--- config.mk ---
export PLATFORM = sky130hd
export DESIGN_NAME = axis_pkt_fifo
export DESIGN_NICKNAME = d
export VERILOG_FILES = /design/src/rtl/axis_pkg.sv /design/src/rtl/fifo_ram.sv /design/src/rtl/axis_pkt_fifo.sv
export SDC_FILE = /design/constraint.sdc
export NUM_CORES = 1
export LEC_CHECK = 0
export CORE_MARGIN = 2
export CORE_UTILIZATION = 40
export CTS_CLUSTER_SIZE = 16
export DETAILED_ROUTE_END_ITERATION = 12
export PLACE_DENSITY = 0.6
export SLEW_MARGIN = 30
export SYNTH_ARGS = -nofsm -noshare
export SYNTH_HDL_FRONTEND = slang
export SYNTH_SLANG_ARGS = --single-unit
--- constraint.sdc ---
create_clock -name clk -period 9.56 [get_ports clk]
set_input_delay 0.956 -clock clk [delete_from_list [all_inputs] [get_ports clk]]
set_output_delay 0.956 -clock clk [all_outputs]
set_load 0.01 [all_outputs]
--- src/rtl/axis_pkg.sv ---
// Shared types and helpers for the AXI-stream packet path.
package axis_pkg;

  localparam int DATA_W = 8;

  typedef struct packed {
    logic              last;
    logic [DATA_W-1:0] data;
  } axis_beat_t;

  function automatic int ptr_w(input int depth);
    return $clog2(depth);
  endfunction

endpackage

--- src/rtl/fifo_ram.sv ---
// Register-array storage: one synchronous write port, one asynchronous read port.
module fifo_ram #(
  parameter int WIDTH = 9,
  parameter int DEPTH = 16,
  parameter int AW    = $clog2(DEPTH)
) (
  input  logic             clk,
  input  logic             we,
  input  logic [AW-1:0]    waddr,
  input  logic [WIDTH-1:0] wdata,
  input  logic [AW-1:0]    raddr,
  output logic [WIDTH-1:0] rdata
);

  logic [WIDTH-1:0] mem [DEPTH];

  always_ff @(posedge clk) begin
    if (we) mem[waddr] <= wdata;
  end

  assign rdata = mem[raddr];

endmodule

--- src/rtl/axis_pkt_fifo.sv ---
// Packet-aware stream FIFO: cut-through or store-and-forward with a deadlock
// escape that drains packets longer than the FIFO once it fills.
module axis_pkt_fifo #(
  parameter int DATA_W   = 8,
  parameter int DEPTH    = 16,
  parameter bit PKT_MODE = 1'b1
) (
  input  logic                       clk,
  input  logic                       reset,
  input  logic [DATA_W-1:0]          s_data,
  input  logic                       s_valid,
  output logic                       s_ready,
  input  logic                       s_last,
  output logic [DATA_W-1:0]          m_data,
  output logic                       m_valid,
  input  logic                       m_ready,
  output logic                       m_last,
  output logic [$clog2(DEPTH):0]     level,
  output logic [$clog2(DEPTH):0]     pkt_count
);

  import axis_pkg::*;

  localparam int AW = ptr_w(DEPTH);
  localparam int LW = AW + 1;

  logic [AW-1:0] wr_ptr_q, wr_ptr_d;
  logic [AW-1:0] rd_ptr_q, rd_ptr_d;
  logic [LW-1:0] level_q, level_d;
  logic [LW-1:0] pkt_count_q, pkt_count_d;
  logic          release_q, release_d;

  logic [DATA_W:0] rd_entry;
  logic            full, not_empty, push, pop, pkt_in, pkt_out;

  fifo_ram #(
    .WIDTH (DATA_W + 1),
    .DEPTH (DEPTH),
    .AW    (AW)
  ) u_ram (
    .clk   (clk),
    .we    (push),
    .waddr (wr_ptr_q),
    .wdata ({s_last, s_data}),
    .raddr (rd_ptr_q),
    .rdata (rd_entry)
  );

  assign full      = (level_q == LW'(DEPTH));
  assign not_empty = (level_q != '0);

  // Handshake: a beat moves on a rising edge only when valid && ready;
  // s_ready and m_valid depend on state only, never on the partner's signal.
  assign s_ready = !full;
  assign m_valid = not_empty &&
                   (!PKT_MODE || (pkt_count_q != '0) || full || release_q);
  assign m_data  = rd_entry[DATA_W-1:0];
  assign m_last  = rd_entry[DATA_W];
  assign level     = level_q;
  assign pkt_count = pkt_count_q;

  assign push    = s_valid && s_ready;
  assign pop     = m_valid && m_ready;
  assign pkt_in  = push && s_last;
  // A released partial packet can finish with no complete packet counted.
  assign pkt_out = pop && m_last && (pkt_count_q != '0);

  always_comb begin
    wr_ptr_d    = wr_ptr_q;
    rd_ptr_d    = rd_ptr_q;
    level_d     = level_q;
    pkt_count_d = pkt_count_q;
    release_d   = release_q;

    if (push) wr_ptr_d = wr_ptr_q + 1'b1;
    if (pop)  rd_ptr_d = rd_ptr_q + 1'b1;

    if (push && !pop)      level_d = level_q + 1'b1;
    else if (pop && !push) level_d = level_q - 1'b1;

    if (pkt_in && !pkt_out)      pkt_count_d = pkt_count_q + 1'b1;
    else if (pkt_out && !pkt_in) pkt_count_d = pkt_count_q - 1'b1;

    // Escape stays open from the full-with-no-packet point until the
    // oversized packet's last beat leaves.
    if (PKT_MODE) begin
      if (pop && m_last)                           release_d = 1'b0;
      else if (full && (pkt_count_q == '0))        release_d = 1'b1;
    end else begin
      release_d = 1'b0;
    end
  end

  always_ff @(posedge clk) begin
    if (!reset) begin
      wr_ptr_q    <= '0;
      rd_ptr_q    <= '0;
      level_q     <= '0;
      pkt_count_q <= '0;
      release_q   <= 1'b0;
    end else begin
      wr_ptr_q    <= wr_ptr_d;
      rd_ptr_q    <= rd_ptr_d;
      level_q     <= level_d;
      pkt_count_q <= pkt_count_d;
      release_q   <= release_d;
    end
  end

endmodule
* Yosys cells after proc, flatten, opt, wreduce, memory -nomap -nowiden
Memories as Yosys holds them, arrays and structs flattened. A register that Yosys moved wholly into a read port is not among the register bits.
Index checks and enable logic that the tools add are counted.
** Cells by class
- Equal/unequal tests :: 1
- Bitwise logic cells :: 1
- Multiplexer cells :: 8
- Reductions and logical operators :: 24
- Add/subtract/negate cells :: 6
** Operators by type and width (number)
- $mux 5 :: 4
- $logic_and 1x1->1 :: 11
- $add 5x1->5 const B :: 2
- $reduce_bool 5->1 :: 2
- $sub 5x1->5 const B :: 2
- $add 4x1->4 const B :: 2
- $mux 4 :: 2
- $eq 5x5->1 const B :: 1
- $logic_not 1->1 :: 5
- $logic_not 5->1 :: 1
- $reduce_bool 2->1 :: 2
- $logic_or 1x1->1 :: 2
- $mux 1 :: 2
- $reduce_or 2->1 :: 1
- $not 1->1 :: 1
** Storage, ports and cells
- Memories kept :: 1
- Register bits :: 19
- Bits in writable memories :: 144
** Memory list
- u_ram.mem :: words 16, width 9, read ports 1, clocked after memory_dff 1, write ports 1, RTL line fifo_ram.sv:15 : logic [WIDTH-1:0] mem [DEPTH];

* Logic depth before layout (Yosys ltp)
- Depth in word-level cells :: 10
- Depth in mapped cells :: 15

* Cells and area by module
A second synthesis with hierarchy kept.
** Second synthesis, totals
- Cell total of the unflattened synthesis :: 370
- Area total of the unflattened synthesis :: 6752.7 µm²
** By module, submodules not included
- fifo_ram :: seq. area each 4324.1 µm², instances 1, area each 5600.4 µm², cells each 245
- axis_pkt_fifo :: seq. area each 380.4 µm², instances 1, area each 1152.4 µm², cells each 125

* Worst setup path before layout
No wires, ideal clock.
- Path type :: input port to flip-flop
- Start :: input m_ready
- End :: register pkt_count_q[4], in the netlist pkt_count[4]
- Buffers on the path :: 1
- Setup slack :: 6.375 ns
- Stages :: 12
- Data arrival time :: 3.109 ns
- Required time :: 9.484 ns
- Cell sequence :: or3b_1 -> buf_6 -> a211oi_2 -> o21ai_1 -> ha_1 -> inv_1 -> ha_1 -> a21o_1 -> a21oi_1 -> xnor2_1 -> or3_1 -> a21boi_0
** Between the ends
- Cells in the longest elaborated chain, start to end :: 6
- Elaborated cells on any way between the ends :: 8
** RTL lines
- from (decl) :: RTL line axis_pkt_fifo.sv:16 : input logic m_ready,
- $logic_and 1x1->1 * :: RTL line axis_pkt_fifo.sv:63 : assign pop = m_valid && m_ready;
- $logic_and 1x1->1 * (2 in series) :: RTL line axis_pkt_fifo.sv:66 : assign pkt_out = pop && m_last && (pkt_count_q != '0);
- $logic_not 1->1 :: RTL line axis_pkt_fifo.sv:81 : if (pkt_in && !pkt_out) pkt_count_d = pkt_count_q + 1'b1;
- $logic_and 1x1->1 :: RTL line axis_pkt_fifo.sv:81
- $mux 5 / $reduce_bool 2->1 (equally long branches)
- to (signal assigned) :: RTL line axis_pkt_fifo.sv:105 : pkt_count_q <= pkt_count_d;
- to (decl) :: RTL line axis_pkt_fifo.sv:30 : logic [LW-1:0] pkt_count_q, pkt_count_d;
Every way passes the cells marked *; elsewhere a longest branch is shown, timed or not.
A chain may end at the register's enable or synchronous reset.

==> metrics.log <==
[metrics] final wirelength: 13.01 mm
[metrics] fin nets: 440
[metrics] total I/O pin count: 34
[metrics] overflow left after global routing: 0
[metrics] leakage power of the design: 2.505 nW
[metrics] net count after synthesis: 399
[metrics] instance count after placement with tap cells included: 613
[metrics] Buffers on Ports: 33
[metrics] CTS Hold Buffers Added: 0
[metrics] synthesized instance count: 371
[metrics] commonest non-fill, non-tap cells in the layout: edfxtp_1, mux4_2, clkdlybuf4s50_1
[metrics] sum of buffers and inverters on the critical path: 2
[metrics] post-detailed-route via-to-cell ratio: 5.110
[metrics] synthesized area divided by synthesized cell count: 18.31 µm²
[metrics] number of fill cells in the layout: 1414
[metrics] fin. max-slew vios: 0
[metrics] accumulated negative setup slack: 0 ns
[metrics] Crit Reg-Reg Startpoint: level[0]
[metrics] Wirelength per Cell: 20.18 µm
[metrics] last weighted congestion value of the routability-driven placer: 0.7929
[metrics] largest driver fanout on the critical path: 33
[metrics] Crit path max-delay family: multiplexers
[metrics] violation count after the first detailed-routing iteration: 261
[metrics] core area: 16580 µm²
[metrics] yosys warns: 0
[metrics] min setup slack post-route: 5.674 ns
[metrics] classification of the worst-slack hold path: flop to flop
[metrics] Max stage delay on crit path: 0.59 ns
[metrics] global-route wire length before repair: 20.31 mm
[metrics] final clock period utilization by the worst path: 40.65%
[metrics] count of distinct cell types in the synthesized netlist: 38
[metrics] Cell Chain, Critical Path: buf_4 -> mux4_2 -> mux4_2 -> clkdlybuf4s50_1
[metrics] endpoints failing setup: 0
[metrics] pre-CTS setup slack: 5.671 ns
[metrics] portion of the post-synthesis area used by sequential elements: 70.44%
[metrics] overall die height: 134.3 µm
[metrics] largest net degree at the start of global routing: 38
[metrics] number of search-and-repair iterations in the first detailed-routing pass: 4
[metrics] total number of clock tree sinks: 167
[metrics] floorplan die area: 18040 µm²
[metrics] worst-margin pin slew: 0.8594 ns
[metrics] clock tree from TritonCTS: yes
[metrics] fraction of final layout cells sized beyond drive strength 1: 21.65%
[metrics] Clk pin slew, worst setup/hold paths: 0.06 ns
[metrics] H-tree Lvls: 4
[metrics] most frequent cell on the critical path: mux4_2
[metrics] Max Clock Freq: 0.2573 GHz
[metrics] area of all placed cells without fillers: 7910 µm²
[metrics] CP Data Arrival Time: 2.93 ns
[metrics] post-CTS sizing: 0
[metrics] worst vdd ir: 136.9 µV
[metrics] final hold viol count: 0
[metrics] required time of the critical path: 8.60 ns
[metrics] most common library cell in the layout ignoring fill and taps: edfxtp_1
[metrics] number of synthesized flops with an enable pin: 144
[metrics] Clk Latency, worst-skew pair: 0.42 ns
[metrics] area of the mapped netlist: 6793 µm²
[metrics] Pwr per Cell Area: 254.3 nW/µm²
[metrics] Worst Clk Skew: 0.01030 ns
[metrics] Post-synth ARST share: 0%
[metrics] Min Clock Period, post-route: 3.886 ns
[metrics] initial core utilization: 40.96%
[metrics] DRC violations left: 0
[metrics] overall die width: 134.3 µm
[metrics] maximum clock insertion buffer count: 2
[metrics] # Post-CTS Setup Buffers: 0
[metrics] FP Rows: 47
[metrics] non-filler instance count after layout: 645
[metrics] number of global-route vias before repair: 3525
[metrics] #FFs+latches synth: 167
[metrics] remaining number of nets flagged by the antenna check after routing: 0
[metrics] run status: complete, no violations
[metrics] Clk Tree Root Cell: clkbuf_16
[metrics] relative slew slack: 42.63%
[metrics] total routing resource utilization after global routing: 15.73%
[metrics] antenna violations before repair: 0
[metrics] Critical Path Sink Type: primary output
[metrics] kind of critical path: flop to primary output
[metrics] max cap viols: 0
[metrics] P&R area growth vs syn: 16.45%
[metrics] via count: 3296
[metrics] setup repair after global routing missed its margin: false
[metrics] primary flip-flop cell chosen by synthesis mapping: edfxtp_1
[metrics] antenna fix cells: 0
[metrics] kind of start point of the critical path: flop
[metrics] detailed-placement wirelength estimate: 7.798 mm
[metrics] master of the slowest instance on the critical path: mux4_2
[metrics] area post-placement: 7393 µm²
[metrics] clock buffers created by TritonCTS: 17
[metrics] final core utilization: 47.70%
[metrics] origin of the worst min-delay path: pkt_count[4]
[cells in the mapped netlist (3+ instances only)]
cell,number,area share (%)
inv_1,7,0.39
nor2b_1,6,0.55
nand3_1,4,0.29
a21oi_1,6,0.44
nor2_1,18,0.99
clkbuf_1,8,0.44
edfxtp_1,144,64
and2_1,14,1.3
mux2i_1,11,1.6
buf_2,6,0.44
a21o_1,4,0.44
nor3_1,6,0.44
nand2_1,16,0.88
o21ai_0,7,0.52
dfxtp_1,23,6.8
ha_1,13,2.4
nand2b_1,3,0.28
xor2_1,4,0.52
xnor2_1,8,1.0
mux4_2,40,13
[worst paths after layout]
| check | to | slack (ns) | cells past startpoint |
|---|---|---|---|
| max | m_data[5] | 5.67 | 4 |
| min | pkt_count[4] | 0.53 | 2 |
| max reg2reg | pkt_count[4] | 6.12 | 13 |
| min reg2reg | pkt_count[4] | 0.53 | 2 |
[where the power goes]
part	switching, mW	total, mW	internal [mW]
logic	0.251	0.545	0.294
registers	0.0376	0.871	0.833
clock network	0.266	0.595	0.329
[through the flow]
stage	hold slack (ns)	power, mW
2_1_floorplan	0.4912	1.268
3_3_place_gp	0.5074	1.432
3_5_place_dp	0.5239	1.439
4_1_cts	0.5362	2.041
5_1_grt	0.5687	2.123
6_report	0.5301	2.011
[registers in the layout, indices dropped and copies added (netlist names), named ones only]
register	count
u_ram.mem	144
level	5
wr_ptr_q	4
pkt_count	5
release_q	1
rd_ptr_q	4
[worst min-delay path, delay by kind of cell, from the launching register on]
| kind | cells | cell delay, ns |
|---|---|---|
| AOI/OAI and AO/OA | 2 | 0.14 |
| DFF | 1 | 0.33 |
[per-layer routing]
metal	up-vias	GRT usage (%)	share of wire, %
met2	73	25.77	51
met1	1676	20.51	42
met4	0	5.614	0.63
met3	7	3.930	6.6
met5	-	0	0
li1	1540	-	-
[final cells by class]
| class | instances | area [µm²] | area share (%) |
|---|---|---|---|
| multi-input cells | 179 | 1923 | 24.31 |
| clock inverters | 12 | 78.83 | 0.9965 |
| flip-flops and latches | 167 | 4787 | 60.52 |
| repair buffers | 40 | 382.9 | 4.840 |
| inverters | 7 | 26.28 | 0.3322 |
| well taps | 220 | 275.3 | 3.480 |
| clock buffers | 20 | 436.7 | 5.520 |
[logic make-up (layout without fill, tap and decap cells)]
| kind of cell | Yosys count | count (layout) | share of synthesized area [%] |
|---|---|---|---|
| AO/OA/AOI/OAI | 25 | 25 | 2.339 |
| XOR/XNOR | 13 | 13 | 1.787 |
| adder cells (fa/ha/maj) | 15 | 15 | 2.984 |
| buffers and inverters | 25 | 79 | 1.658 |
| flip-flops | 167 | 167 | 70.44 |
| multiplexers | 51 | 51 | 14.88 |
| AND/OR/NAND/NOR | 75 | 75 | 5.913 |
Power figures use the tool's default switching activity.
